## config.mk

```make
export PLATFORM = sky130hd
export DESIGN_NAME = battle_ctrl
export DESIGN_NICKNAME = d
export VERILOG_FILES = /design/src/rtl/battle_ctrl.sv
export SDC_FILE = /design/constraint.sdc
export NUM_CORES = 1
export LEC_CHECK = 0
export CAP_MARGIN = 5
export CORE_MARGIN = 2
export CORE_UTILIZATION = 39
export DETAILED_ROUTE_END_ITERATION = 7
export PLACE_DENSITY_LB_ADDON = 0.25
export SLEW_MARGIN = 20
export SYNTH_ARGS = -nofsm -noshare
export SYNTH_HDL_FRONTEND = slang
export SYNTH_SLANG_ARGS = --single-unit
```

## constraint.sdc

```tcl
create_clock -name clk -period 2.4 [get_ports clk]
set_clock_uncertainty 0.2 [all_clocks]
set_input_delay 0.72 -clock clk [delete_from_list [all_inputs] [get_ports clk]]
set_output_delay 0.72 -clock clk [all_outputs]
set_load 0.1 [all_outputs]
```

## src/rtl/battle_ctrl.sv

```systemverilog
// Turn sequencer for the battle datapath: one player attack then one AI attack
// per go press, each gated by an accuracy roll, until either side is knocked out.
module battle_ctrl (
    input  logic       clk,
    input  logic       rst,
    input  logic       go,
    input  logic [1:0] pl_sel,
    input  logic [3:0] p_hp,
    input  logic [3:0] ai_hp,
    input  logic [3:0] accu,
    input  logic [3:0] roll,
    output logic [1:0] p_move,
    output logic       actr,
    output logic       target,
    output logic       load_ai_hp,
    output logic       app_ai_dmg,
    output logic       app_pl_dmg,
    output logic       stop,
    output logic       hit,
    output logic [4:0] turn_cnt,
    output logic       winner,
    output logic       done,
    output logic [3:0] state
);

    typedef enum logic [3:0] {
        IDLE    = 4'd0,
        P_SEL   = 4'd1,
        P_LOAD  = 4'd2,
        P_APPLY = 4'd3,
        P_CHECK = 4'd4,
        A_SEL   = 4'd5,
        A_WAIT  = 4'd6,
        A_APPLY = 4'd7,
        A_CHECK = 4'd8,
        OVER    = 4'd9
    } state_t;

    state_t cur, nxt;
    logic   go_q;
    logic   go_edge;
    logic   hit_c;

    assign go_edge = go & ~go_q;
    assign hit_c   = (accu >= roll);
    assign state   = cur;

    always_comb begin
        nxt        = IDLE;
        stop       = 1'b1;
        actr       = 1'b0;
        target     = 1'b0;
        load_ai_hp = 1'b0;
        app_ai_dmg = 1'b0;
        app_pl_dmg = 1'b0;
        done       = 1'b0;
        case (cur)
            IDLE: begin
                stop = 1'b0;
                nxt  = go_edge ? P_SEL : IDLE;
            end
            P_SEL: begin
                target = 1'b1;
                nxt    = P_LOAD;
            end
            P_LOAD: begin
                target     = 1'b1;
                load_ai_hp = 1'b1;
                nxt        = P_APPLY;
            end
            P_APPLY: begin
                target     = 1'b1;
                app_ai_dmg = hit_c;
                nxt        = P_CHECK;
            end
            P_CHECK: begin
                target = 1'b1;
                nxt    = (ai_hp == 4'd0) ? OVER : A_SEL;
            end
            A_SEL: begin
                actr = 1'b1;
                nxt  = A_WAIT;
            end
            A_WAIT: begin
                actr = 1'b1;
                nxt  = A_APPLY;
            end
            A_APPLY: begin
                actr       = 1'b1;
                app_pl_dmg = hit_c;
                nxt        = A_CHECK;
            end
            A_CHECK: begin
                actr = 1'b1;
                nxt  = (p_hp == 4'd0) ? OVER : IDLE;
            end
            OVER: begin
                done = 1'b1;
                nxt  = OVER;
            end
            default: nxt = IDLE;
        endcase
    end

    // go_q resets high so a button held through reset release is not a press
    always_ff @(posedge clk or posedge rst) begin
        if (rst) begin
            cur      <= IDLE;
            go_q     <= 1'b1;
            p_move   <= '0;
            hit      <= 1'b0;
            winner   <= 1'b0;
            turn_cnt <= '0;
        end else begin
            cur  <= nxt;
            go_q <= go;
            if (cur == IDLE && go_edge)
                p_move <= pl_sel;
            if (cur == P_APPLY || cur == A_APPLY)
                hit <= hit_c;
            if (cur == P_CHECK && ai_hp == 4'd0)
                winner <= 1'b1;
            if (cur == A_CHECK) begin
                if (p_hp == 4'd0)
                    winner <= 1'b0;
                else if (turn_cnt != '1)
                    turn_cnt <= turn_cnt + 5'd1;
            end
        end
    end

endmodule

```

==> flow_metrics.env <==
export IMPL_synth_most_common_cell="dfrtp_1"
export IMPL_gp_congestion=0.742
export IMPL_clock_fmax_ghz=0.355
export IMPL_grt_overflow_total=0
export IMPL_synth_ff_type="dfrtp_1"
export IMPL_setup_viol=5
export IMPL_hold_path_class="flip-flop to flip-flop"
export IMPL_grt_pass1_wl_um=4170
export IMPL_reg2reg_slack_ps=250
export IMPL_status="finished with violations"
export IMPL_rows=16
export IMPL_synth_seq_cells=14
export IMPL_grt_antenna_before_repair=0
export IMPL_path_clk_slew_ps=90
export IMPL_num_antenna_cells=0
export IMPL_ys_top_cells_by_area="dfrtp_1 38%, ha_1 8.9%, mux2_2 5.3%"
export IMPL_syn_to_final_growth_pct=112
export IMPL_worst_hold_slack_ps=346
export IMPL_postCtsHoldBufs=0
export IMPL_fin_area_um2=1800
export IMPL_wl_per_cell_um=16.8
export IMPL_hold_depth=1
export IMPL_synth_seq_area_share_pct=41.5
export IMPL_synthesis_area_um2=847
export IMPL_ys_warn_count=0
export IMPL_placed_cell_area_um2=1600
export IMPL_worst_slack_ps=-417
export IMPL_ant_nets=0
export IMPL_async_flop_share_pct=100
export IMPL_dpl_hpwl_um=1930
export IMPL_numPortBuffers=40
export IMPL_min_period_ps=2820
export IMPL_die_area_um2=2560
export IMPL_drcViolationCount=0
export IMPL_finalCritPeriodShare_pct=117
export IMPL_rsz0062_at_grt="true"
export IMPL_synth_top_area_share_pct=38.4
export IMPL_worst_setup_path_start_kind="input port"
export IMPL_finalHoldViolCount=0
export IMPL_die_h_um=50.6
export IMPL_setup_tns_ps=-938
export IMPL_avgViaCountPerCell=5.26
export IMPL_r2r_start="turn_cnt[0]$_DFFE_PP0P_"
export IMPL_nNetsFinal=174
export IMPL_worstHoldStart="turn_cnt[0]$_DFFE_PP0P_"
export IMPL_worstMarginPinSlew_ps=535
export IMPL_clock_latency_ps=290
export IMPL_vias=910
export IMPL_grt_max_degree=17
export IMPL_drive_gt1_share_pct=55.5
export IMPL_yosysTopAreaCell="dfrtp_1"
export IMPL_critPathCaptureType="primary output"
export IMPL_grt_usage_pct=22.3
export IMPL_htree_levels=1
export IMPL_syn_mean_instance_area_um2=9.63
export IMPL_nFillCells=80
export IMPL_violations="negative setup slack"
export IMPL_maxSlewViolCount=0
export IMPL_synth_edff_count=0
export IMPL_path_class="input port to primary output"
export IMPL_cts_max_path_buffers=2
export IMPL_worst_r2r_path_depth=5
export IMPL_synthTopCellsByCount="13 x dfrtp_1, 11 x nor2_1, 6 x a21oi_1, 6 x ha_1, 5 x inv_1"
export IMPL_path_max_fanout=3
export IMPL_wl_um=2910
export IMPL_crit_arrival_ps=1900
export IMPL_start_util_pct=42.3
export IMPL_timing_rr_end="turn_cnt[1]$_DFFE_PP0P_"
export IMPL_cts_tree="built"
export IMPL_root_buffer="clkbuf_4"
export IMPL_min_to="turn_cnt[0]$_DFFE_PP0P_"
export IMPL_maxCapViolCount=0
export IMPL_syn_num_nets=115
export IMPL_first_iter_violations=11
export IMPL_drt_pass1_iterations=4
export IMPL_grt_pass1_vias=897
export IMPL_io_pins=41
export IMPL_core_region_area_um2=2000
export IMPL_synth_cell_types=29
export IMPL_die_w_um=50.6
export IMPL_numCtsBuffers=3
export IMPL_relSlewSlack_pct=64.3
export IMPL_clock_sinks=14
export IMPL_synth_cells=88
export IMPL_cp_data_required_time_ps=1480
export IMPL_pre_cts_ws_ps=-930
[stage by stage]
step / util, % / std cells
floorplan: - / 88
global placement: 79.8 / 155
detailed placement: 79.8 / 155
CTS: 85.7 / 166
global route: 89.8 / 173
finish: 89.8 / 173
[how the worst max path moves through the flow]
stage / start / endpoint / cells past startpoint
after floorplan: accu[0] / app_ai_dmg / 6
after global placement: accu[0] / app_ai_dmg / 8
after detailed placement: accu[0] / app_ai_dmg / 8
after CTS: accu[0] / app_pl_dmg / 8
after global routing: accu[0] / app_pl_dmg / 8
final: accu[0] / app_pl_dmg / 8
[worst max-delay path: stages]
cell and delay, ps:
buf_6 70, inv_4 30, ha_4 250, nand2b_4 120, a21oi_2 50, o21a_2 240
nor3b_4 220, buf_12 200
[logic make-up after synthesis]
kind of cell	Yosys count	share of synthesized area, %
adder cells (fa/ha/maj)	6	8.86
AO/OA/AOI/OAI	12	8.86
buffers and inverters	9	3.99
XOR/XNOR	5	5.17
flip-flops	14	41.5
AND/OR/NAND/NOR	37	25.1
multiplexers	5	6.50
[cells in the final DEF, fill, tap and decap left out, drive strengths merged]
cell type / instances
buf: 46
dfrtp: 13
clkdlybuf4s50: 12
nor2: 11
a21oi: 6
ha: 6
inv: 5
mux2: 4
nand2: 4
clkbuf: 4
nor4: 4
nand3: 3
xnor2: 3
nor3: 3
nor3b: 3
nor2b: 2
and3: 2
nand2b: 2
xor2: 2
or3b: 1
nand4: 1
nor4b: 1
a21o: 1
a221o: 1
mux2i: 1
o211ai: 1
o31ai: 1
o21ai: 1
o21a: 1
dfstp: 1
[metal layers]
metal	vias to the layer above	routed length [um]	global-route usage, %
met5	-	0	0
met4	0	72	10.8
met3	7	140	6.25
met2	32	1560	38.2
met1	440	1140	25.4
li1	431	-	-
[layout make-up]
| type | count | area [um2] | share of cell area, % |
|---|---|---|---|
| Inverter | 5 | 21.3 | 1.18 |
| Clock buffer | 4 | 36.3 | 2.02 |
| Sequential cell | 14 | 369 | 20.5 |
| Tap cell | 27 | 33.8 | 1.88 |
| Timing Repair Buffer | 58 | 734 | 40.9 |
| Multi-Input combinational cell | 65 | 602 | 33.5 |
[state kept, by name (all words and copies together) (netlist names)]
| name | flops |
|---|---|
| turn_cnt | 5 |
| winner | 1 |
| p_move | 2 |
| state | 4 |
| go_q | 1 |
| hit | 1 |
[repair_timing]
item                                    in CTS  in global routing
buffers inserted                             7                  7
gates resized for setup                     39                  8
gates cloned                                 0                  0
pin swaps                                   10                  5
endpoints found under the setup margin       5                  7
Power of run 1 is left out: the tool's default activity adds up to more than one toggle a clock period on the data nets, which glitch-free logic cannot reach.
